`src/rtl/ranging_pkg.sv`:
```
// ============================================================================
//  ranging_pkg : shared types and 50 MHz timing defaults for ultrasonic ranging
//  Revision    : 1.0
// ============================================================================
`default_nettype none

package ranging_pkg;

  typedef enum logic [2:0] {
    IDLE      = 3'd0,
    TRIG      = 3'd1,
    WAIT_RISE = 3'd2,
    WAIT_FALL = 3'd3,
    HOLDOFF   = 3'd4
  } state_e;

  localparam int unsigned DEF_TRIG_CYCLES    = 500;
  localparam int unsigned DEF_TIMEOUT_CYCLES = 1_500_000;
  localparam int unsigned DEF_PERIOD_CYCLES  = 3_000_000;
  localparam int unsigned DEF_CNT_W          = 22;

endpackage

`default_nettype wire

```
`src/rtl/sync_edge.sv`:
```
// ============================================================================
//  sync_edge : 2-flop synchroniser with registered-delay rise/fall detection
//  Revision  : 1.0
// ============================================================================
`default_nettype none

module sync_edge (
  input  logic clk_i,
  input  logic rst_ni,
  input  logic d_i,
  output logic q_o,
  output logic rise_o,
  output logic fall_o
);

  logic meta_q;
  logic sync_q;
  logic dly_q;

  always_ff @(posedge clk_i or negedge rst_ni) begin
    if (!rst_ni) begin
      meta_q <= 1'b0;
      sync_q <= 1'b0;
      dly_q  <= 1'b0;
    end else begin
      meta_q <= d_i;
      sync_q <= meta_q;
      dly_q  <= sync_q;
    end
  end

  assign q_o    = sync_q;
  assign rise_o = sync_q & ~dly_q;
  assign fall_o = ~sync_q & dly_q;

endmodule

`default_nettype wire

```
`src/rtl/ultrasonic_trigger.sv`:
```
// ============================================================================
//  ultrasonic_trigger : periodic trigger pulse, gated echo and done/timeout
//  Revision           : 1.0
// ============================================================================
`default_nettype none

module ultrasonic_trigger
  import ranging_pkg::*;
#(
  parameter int unsigned TRIG_CYCLES    = DEF_TRIG_CYCLES,
  parameter int unsigned TIMEOUT_CYCLES = DEF_TIMEOUT_CYCLES,
  parameter int unsigned PERIOD_CYCLES  = DEF_PERIOD_CYCLES,
  parameter int unsigned CNT_W          = DEF_CNT_W
) (
  input  logic clk,
  input  logic reset,
  input  logic enable,
  input  logic echo_in,
  output logic trig_out,
  output logic echo_gated,
  output logic done,
  output logic timeout,
  output logic busy
);

  localparam logic [CNT_W-1:0] c_TRIG_LAST    = CNT_W'(TRIG_CYCLES - 1);
  localparam logic [CNT_W-1:0] c_TIMEOUT_LAST = CNT_W'(TIMEOUT_CYCLES - 1);
  localparam logic [CNT_W-1:0] c_PERIOD_LAST  = CNT_W'(PERIOD_CYCLES - 1);
  localparam logic [CNT_W-1:0] c_ONE          = CNT_W'(1);

  if (TRIG_CYCLES < 1) begin : g_bad_trig
    $error("TRIG_CYCLES must be at least 1");
  end
  if (PERIOD_CYCLES <= TRIG_CYCLES + TIMEOUT_CYCLES + 4) begin : g_bad_period
    $error("PERIOD_CYCLES too short for trigger plus listen window");
  end
  if (((PERIOD_CYCLES - 1) >> CNT_W) != 0) begin : g_bad_cnt_w
    $error("CNT_W cannot hold PERIOD_CYCLES-1");
  end

  logic w_echo_s;
  logic w_echo_rise;
  logic w_echo_fall;

  sync_edge u_echo_sync (
    .clk_i  (clk),
    .rst_ni (reset),
    .d_i    (echo_in),
    .q_o    (w_echo_s),
    .rise_o (w_echo_rise),
    .fall_o (w_echo_fall)
  );

  state_e           state_q;
  logic [CNT_W-1:0] period_cnt_q;
  logic [CNT_W-1:0] timeout_cnt_q;
  logic             trig_q;
  logic             gated_q;
  logic             done_q;
  logic             timeout_q;
  logic             busy_q;

  always_ff @(posedge clk or negedge reset) begin
    if (!reset) begin
      state_q       <= IDLE;
      period_cnt_q  <= '0;
      timeout_cnt_q <= '0;
      trig_q        <= 1'b0;
      gated_q       <= 1'b0;
      done_q        <= 1'b0;
      timeout_q     <= 1'b0;
      busy_q        <= 1'b0;
    end else begin
      done_q    <= 1'b0;
      timeout_q <= 1'b0;
      // Gate uses the current state, so the echo is cut the cycle after leaving the window
      gated_q   <= ((state_q == WAIT_RISE) || (state_q == WAIT_FALL)) && w_echo_s;

      if (state_q != IDLE) begin
        period_cnt_q <= period_cnt_q + c_ONE;
      end

      case (state_q)
        IDLE: begin
          if (enable) begin
            state_q      <= TRIG;
            trig_q       <= 1'b1;
            busy_q       <= 1'b1;
            period_cnt_q <= '0;
          end
        end
        TRIG: begin
          if (period_cnt_q == c_TRIG_LAST) begin
            state_q       <= WAIT_RISE;
            trig_q        <= 1'b0;
            timeout_cnt_q <= '0;
          end
        end
        WAIT_RISE: begin
          timeout_cnt_q <= timeout_cnt_q + c_ONE;
          if (timeout_cnt_q == c_TIMEOUT_LAST) begin
            timeout_q <= 1'b1;
            state_q   <= HOLDOFF;
          end else if (w_echo_rise) begin
            state_q <= WAIT_FALL;
          end
        end
        WAIT_FALL: begin
          timeout_cnt_q <= timeout_cnt_q + c_ONE;
          // A fall on the expiry cycle still counts as a completed measurement
          if (w_echo_fall) begin
            done_q  <= 1'b1;
            state_q <= HOLDOFF;
          end else if (timeout_cnt_q == c_TIMEOUT_LAST) begin
            timeout_q <= 1'b1;
            state_q   <= HOLDOFF;
          end
        end
        HOLDOFF: begin
          if (period_cnt_q == c_PERIOD_LAST) begin
            if (enable) begin
              state_q      <= TRIG;
              trig_q       <= 1'b1;
              period_cnt_q <= '0;
            end else begin
              state_q <= IDLE;
              busy_q  <= 1'b0;
            end
          end
        end
        default: begin
          state_q <= IDLE;
          trig_q  <= 1'b0;
          busy_q  <= 1'b0;
        end
      endcase
    end
  end

  assign trig_out   = trig_q;
  assign echo_gated = gated_q;
  assign done       = done_q;
  assign timeout    = timeout_q;
  assign busy       = busy_q;

endmodule

`default_nettype wire

```
`config.mk`:
```
export PLATFORM = sky130hd
export DESIGN_NAME = ultrasonic_trigger
export DESIGN_NICKNAME = d
export VERILOG_FILES = /design/src/rtl/ranging_pkg.sv /design/src/rtl/sync_edge.sv /design/src/rtl/ultrasonic_trigger.sv
export SDC_FILE = /design/constraint.sdc
export NUM_CORES = 1
export LEC_CHECK = 0
export ABC_AREA = 1
export BUFFER_PORTS_ARGS = -buffer_cell sky130_fd_sc_hd__buf_2
export CAP_MARGIN = 40
export CORE_ASPECT_RATIO = 1.75
export CORE_UTILIZATION = 60
export CTS_BUF_LIST = sky130_fd_sc_hd__clkbuf_16
export DETAILED_ROUTE_END_ITERATION = 8
export PLACE_DENSITY = 0.77
export SLEW_MARGIN = 20
export SYNTH_ARGS = -nofsm -noshare
export SYNTH_HDL_FRONTEND = slang
export SYNTH_HIERARCHICAL = 1
export SYNTH_SLANG_ARGS = --single-unit
export TNS_END_PERCENT = 5
```
`constraint.sdc`:
```
create_clock -name clk -period 2.05 [get_ports clk]
set_input_delay 0.205 -clock clk [delete_from_list [all_inputs] [get_ports clk]]
set_output_delay 0.205 -clock clk [all_outputs]
set_load 0.05 [all_outputs]
```
==> qor.yml, run 1 <==
dr.pass1.iters: 5
syn-cell-area_um2: 3400
cts.reportedPaths.clkPinSlew_ns: 0.07
grt_usage_pct: 30.8
crit_path_end_kind: "flip-flop"
startpoint_type: "flip-flop"
numPortBuffers: 8
tightest_slew_ns: 0.502
ff2ff_setup_slack_ns: 0.21
dieArea_um2: 5990
hold_viol: 0
min_period_ns: 1.84
dp_hpwl_um: 6330
core_area_um2: 5340
finalWeightedCongestion: 0.944
numCtsBuffers: 5
finClkSkew_ns: 0.00593
rsz0062_at_grt: "false"
min_from: "echo_in"
diodes: 0
rr_worst_depth: 9
vias: 3089
syn-num-nets: 488
final_antenna_net_count: 0
fmax_ghz: 0.544
htreeDepth: 2
finalCritPeriodShare_pct: 89.7
r2r_start: "timeout_cnt_q[0]$_DFFE_PN0P_"
maxSlewViolCount: 0
wl_per_cell_um: 14.3
final_cell_mix: "nand2_1, nor2_1, dfrtp_1"
drt_iter0_markers: 160
synth_seq_cells: 55
viasPerCell: 5.38
required_ns: 2.28
syn_to_final_growth_pct: 9.42
final_core_util_pct: 69.7
floorplan.initialDensity_pct: 63.7
worst_ep_arrival_time_ns: 2.07
overflow: 0
max-slew-margin-rel_pct: 66.6
grt_first_pass_wirelength_um: 13700
tritoncts: "built"
ys_seq_area_share_pct: 40.5
grt_start_max_net_pins: 22
status: "finished, final reports clean"
final_common_cell: "nand2_1"
power.ir.vdd_worst_mv: 0.958
tns_ns: 0
p_leak_nw: 1.77
insertion_delay_ns: 0.29
cts_sinks: 55
ys_types: 32
clock_path_buffers: 2
boundaryPins: 9
hold_class: "in2reg"
rows: 35
die_h_um: 102
fin_area_um2: 3720
cts_root_buf: "clkbuf_16"
crit_start: "timeout_cnt_q[0]$_DFFE_PN0P_"
nNetsFinal: 505
grt_pass1_vias: 3014
avgSynthCellArea_um2: 7.06
post_cts_buffers: 0
drc: 0
drive_gt1_share_pct: 11.4
die_w_um: 58.9
placed_area_um2: 3540
path_class: "reg2reg"
antenna_found_initial: 0
maxCapViolations: 0
wirelength_um: 8210
powerDensity_nw_per_um2: 1020
power_mw: 3.80
synth_cells: 482
r2r-end: "state_q[2]$_DFFE_PN0P_"
setup_viol: 0
cp_max_fo: 7
endpoint: "state_q[2]$_DFFE_PN0P_"
synth_warnings: 6
-- area by class of cell --
| type | count | area, um2 |
|---|---|---|
| Fill cell | 496 | 1620 |
| Clock inverter | 3 | 42.5 |
| Tap cell | 74 | 92.6 |
| Clock buffer | 5 | 125 |
| Timing Repair Buffer | 15 | 103 |
| Inverter | 61 | 231 |
| Multi-Input combinational cell | 361 | 1750 |
| Sequential cell | 55 | 1380 |
-- synthesized netlist by cell type --
cell | n | area share [%]
nand2_1 | 142 | 16
nor2_1 | 72 | 7.9
dfrtp_1 | 55 | 40
inv_1 | 48 | 5.3
nand3_1 | 45 | 6.6
o21ai_1 | 18 | 2.6
xor2_1 | 16 | 4.1
inv_2 | 12 | 1.3
nor3_1 | 11 | 1.6
nand4_1 | 9 | 1.7
a21oi_1 | 6 | 0.88
o21ai_0 | 6 | 0.88
nand2_2 | 4 | 0.74
nor2_2 | 4 | 0.74
o31ai_1 | 4 | 0.88
xnor2_1 | 4 | 1.0
nor3_2 | 3 | 0.88
or2_2 | 3 | 0.55
buf_6 | 2 | 0.66
clkbuf_1 | 2 | 0.22
ha_1 | 2 | 0.74
nand2_4 | 2 | 0.66
nand3b_1 | 2 | 0.44
nor3_4 | 2 | 0.96
a21o_1 | 1 | 0.22
a31o_2 | 1 | 0.26
buf_8 | 1 | 0.44
inv_4 | 1 | 0.18
nor2_4 | 1 | 0.33
o211ai_1 | 1 | 0.22
o21ai_2 | 1 | 0.26
o21ai_4 | 1 | 0.48
-- registers in the layout, indices dropped and copies added, names as in the netlist --
name / count
timeout: 1
timeout_cnt_q: 22
period_cnt_q: 22
u_echo_sync/q_o: 1
done: 1
state_q: 3
echo_gated: 1
trig_out: 1
busy: 1
u_echo_sync/dly_q: 1
u_echo_sync/meta_q: 1
-- per-layer routing --
metal  GRT usage, %  share of wire [%]  vias up
met3           3.70                2.1       32
met1           31.6                 37     1441
met4           17.9                5.2        0
met2           57.8                 56       56
li1               -                  -     1560
met5              0                  0        -
-- worst min-delay path by stage --
stage / endpoint / slack [ns] / depth (start not counted)
3_5_place_dp: period_cnt_q[6]$_DFF_PN0_ / 0.19 / 1
5_1_grt: u_echo_sync/meta_q$_DFF_PN0_ / 0.008 / 1
4_1_cts: u_echo_sync/meta_q$_DFF_PN0_ / 0.01 / 1
3_3_place_gp: period_cnt_q[6]$_DFF_PN0_ / 0.18 / 1
6_report: u_echo_sync/meta_q$_DFF_PN0_ / 0.01 / 1
2_1_floorplan: busy$_DFFE_PN0P_ / -0.09 / 0
-- power breakdown --
part / internal, mW / switching, mW
Combinational: 0.425 / 1.02
Clock: 0.577 / 0.397
Sequential: 1.22 / 0.157
-- cell families after synthesis --
logic type                 after synthesis  synth area share, %
buffers and inverters                   66                 8.13
DFF                                     55                 40.5
AOI/OAI and AO/OA                       39                 6.73
adders and majority gates                2                0.735
xor gates and xnor gates                20                 5.15
and+or+nand+nor                        300                 38.8
-- worst max-delay path, cell delays in order (launching register included) --
cell	delay (ns)
dfrtp_1	0.45
ha_2	0.25
nand3_1	0.14
nor2_1	0.17
nand3_1	0.19
nand2_1	0.19
inv_1	0.06
nor2_1	0.14
nand3_1	0.11
nand2_1	0.08
-- through the flow --
| step | instances | hold slack (ns) | worst slack, ns |
|---|---|---|---|
| 2_1_floorplan | 482 | -0.0906 | 0.601 |
| 3_3_place_gp | 564 | 0.176 | 0.264 |
| 3_5_place_dp | 565 | 0.192 | 0.226 |
| 4_1_cts | 574 | 0.0136 | 0.200 |
| 5_1_grt | 574 | 0.00833 | 0.0378 |
| 6_report | 574 | 0.0117 | 0.210 |
-- timing repair --
| action | 4_1_cts | 5_1_grt |
|---|---|---|
| endpoints found under the hold margin | 19 | 0 |
| resized for setup | 0 | 1 |
| hold buffers | 1 | 0 |
| endpoints found under the setup margin | 0 | 1 |
Power figures use the tool's default switching activity.
==> run 2: changes to the inputs <==
SYNTH_HIERARCHICAL = default   (was 1)
==> run 2 against run 1 <==
Net effect:
- clock skew rose by 0.0084 ns
- cell count rose by 2.1%
- worst hold slack got worse by 0.0034 ns
- global-route usage rose by 0.94 points
- sequential power barely moved
- synthesized area fell by 0.55%
- largest cell class unchanged
==> qor.yml, run 2 <==
finalWeightedCongestion: 0.988  # was 0.944
synth_top_family_by_area: "simple AND/OR/NAND/NOR gates"  # unchanged
maxSlewViolCount: 0  # unchanged
power.ir.vdd_worst_mv: 0.592  # was 0.958 mV
grt_start_max_net_pins: 56  # was 22
finalCritPeriodShare_pct: 85.7  # was 89.7%
path_delay_family: "simple AND/OR/NAND/NOR gates"  # unchanged
ys_types: 28  # was 32
synth_warnings: 0  # was 6
drt_iter0_markers: 154  # was 160
fin_area_um2: 3670  # was 3720 um2
worst_path_most_repeated_cell: "nand2_1"  # was nand3_1
synthMuxAreaShare_pct: 0  # unchanged
die_w_um: 58.8  # was 58.9 um
hold_class: "in2reg"  # unchanged
final_antenna_net_count: 0  # unchanged
grt_usage_pct: 31.8  # was 30.8%
worstPathCellList: "nor2_1 > nand2_1 > nor2_1 > nand3_1 > nand2_1 > o21ai_1 > buf_4 > nand2_1 > o21ai_0"  # was ha_2 > nand3_1 > nor2_1 > nand3_1 > nand2_1 > inv_1 > nor2_1 > nand3_1 > nand2_1
setup_viol: 0  # unchanged
drc: 0  # unchanged
ys_seq_area_share_pct: 40.7  # was 40.5%
diodes: 0  # unchanged
core_area_um2: 5340  # unchanged
post_cts_buffers: 0  # unchanged
status: "finished, final reports clean"  # unchanged
max-slew-margin-rel_pct: 54.0  # was 66.6%
overflow: 0  # unchanged
vias: 3136  # was 3089
avgSynthCellArea_um2: 6.79  # was 7.06 um2
fmax_ghz: 0.569  # was 0.544 GHz
synth_xor_xnor_area_share_pct: 5.18  # was 5.15%
die_h_um: 101  # was 102 um
cts.reportedPaths.clkPinSlew_ns: 0.07  # about the same
crit_path_top_delay_cell: "dfrtp_1"  # unchanged
dp_hpwl_um: 6550  # was 6330 um
boundaryPins: 9  # unchanged
clock_path_buffers: 2  # unchanged
path_class: "reg2reg"  # unchanged
rsz0062_at_grt: "false"  # unchanged
tns_ns: 0  # unchanged
synth_simple_gate_area_share_pct: 41.1  # was 38.8%
min_period_ns: 1.76  # was 1.84 ns
yosysTopAreaCell: "dfrtp_1"  # unchanged
wl_per_cell_um: 14.3  # about the same
placed_area_um2: 3520  # was 3540 um2
powerDensity_nw_per_um2: 1000  # was 1020 nW/um2
synth_edf_count: 0  # unchanged
numCtsBuffers: 5  # unchanged
p_leak_nw: 1.80  # was 1.77 nW
maxCapViolations: 0  # unchanged
max_stage_delay_ns: 0.47  # was 0.45 ns
numPortBuffers: 8  # unchanged
dr.pass1.iters: 4  # was 5
ys.flop_type: "dfrtp_1"  # unchanged
async_flop_share_pct: 100  # unchanged
insertion_delay_ns: 0.30  # was 0.29 ns
stdcell_count: 586  # was 574
synth-compound-area-share_pct: 5.18  # was 6.73%
hold_ws_ns: 0.00829  # was 0.0117 ns
dp_cells: 578  # was 565
startpoint_type: "flip-flop"  # unchanged
tightest_slew_ns: 0.690  # was 0.502 ns
wirelength_um: 8400  # was 8210 um
cts_sinks: 55  # unchanged
synth_seq_cells: 55  # unchanged
final_cell_mix: "nand2_1, nor2_1, dfrtp_1"  # unchanged
drive_gt1_share_pct: 9.96  # was 11.4%
syn_to_final_growth_pct: 8.54  # was 9.42%
yosys-top-cells-count: "nand2_1, nor2_1, dfrtp_1, inv_1, nand3_1"  # unchanged
required_ns: 2.22  # was 2.28 ns
synth.most_common_cell: "nand2_1"  # unchanged
hold_buffers: 0  # was 1
synthTopCellsByArea: "dfrtp_1, nand2_1, nor2_1"  # unchanged
grt_first_pass_wirelength_um: 14100  # was 13700 um
worst_ep_arrival_time_ns: 1.93  # was 2.07 ns
tritoncts: "built"  # unchanged
final_common_cell: "nand2_1"  # unchanged
htreeDepth: 2  # unchanged
cts-resized-gates: 0  # unchanged
cts_root_buf: "clkbuf_16"  # unchanged
critical_path_buf_inv_count: 1  # unchanged
rows: 35  # unchanged
hold_viol: 0  # unchanged
synthAdderAreaFrac_pct: 0.740  # was 0.736%
floorplan.initialDensity_pct: 63.3  # was 63.7%
nFillCells: 536  # was 496
final_core_util_pct: 68.7  # was 69.7%
synth_cells: 498  # was 482
nNetsFinal: 517  # was 505
crit_path_end_kind: "flip-flop"  # unchanged
cp_max_fo: 22  # was 7
dieArea_um2: 5950  # was 5990 um2
grt_pass1_vias: 3272  # was 3014
finClkSkew_ns: 0.0143  # was 0.00593 ns
syn-num-nets: 504  # was 488
syn-cell-area_um2: 3380  # was 3400 um2
antenna_found_initial: 0  # unchanged
synth_top_area_share_pct: 40.7  # was 40.5%
top_regs: "period_cnt_q (22), timeout_cnt_q (22), state_q (3)"  # unchanged
viasPerCell: 5.35  # was 5.38
run 2: layout make-up:
| cell class | count | area [um2] | share of cell area (%) |
|---|---|---|---|
| inverters | 56 | 210 | 5.72 |
| clock inverters | 3 | 26.3 | 0.716 |
| multi-input cells | 380 | 1760 | 48.0 |
| flip-flops and latches | 55 | 1380 | 37.5 |
| clock buffers | 5 | 125 | 3.41 |
| well taps | 74 | 92.6 | 2.52 |
| repair buffers | 13 | 77.6 | 2.11 |
run 2: stage by stage:
stage,worst slack [ns],power [mW]
3_3_place_gp,0.317,2.80
6_report,0.292,3.69
3_5_place_dp,0.328,2.82
5_1_grt,0.142,3.92
2_1_floorplan,0.584,2.41
4_1_cts,0.317,3.71
run 2: metal layers:
layer | share of wire (%) | vias to the layer above | global-route usage, %
li1 | - | 1594 | -
met1 | 35 | 1448 | 30.0
met2 | 57 | 58 | 60.7
met3 | 2.4 | 36 | 5.11
met4 | 5.2 | 0 | 20.0
met5 | 0 | - | 0
run 2: kinds of logic (layout without fill, tap and decap cells):
group,Yosys count,after routing
fa+ha+maj,2,2
flops,55,55
buf+inv,63,77
compound gates,32,32
simple gates,326,326
xor+xnor,20,20
run 2: final timing paths:
path / from / end / slack (ns) / cells after the start
min in group asynchronous: reset / timeout_cnt_q[15]$_DFFE_PN0P_ / 0.04 / 2
hold / removal: echo_in / u_echo_sync.meta_q$_DFF_PN0_ / 0.008 / 1
hold reg to reg: u_echo_sync.meta_q$_DFF_PN0_ / u_echo_sync.q_o$_DFF_PN0_ / 0.36 / 0
max in group asynchronous: reset / state_q[0]$_DFFE_PN0P_ / 1.57 / 2
setup / recovery: period_cnt_q[12]$_DFF_PN0_ / timeout_cnt_q[3]$_DFFE_PN0P_ / 0.29 / 9
setup reg to reg: period_cnt_q[12]$_DFF_PN0_ / timeout_cnt_q[3]$_DFFE_PN0P_ / 0.29 / 9
run 2: power breakdown:
group	leakage, nW	total, mW	internal [mW]	switching [mW]
combinational	0.982	1.42	0.405	1.01
sequential	0.744	1.38	1.23	0.152
clock	0.0748	0.889	0.465	0.424
total	1.80	3.69	2.10	1.59
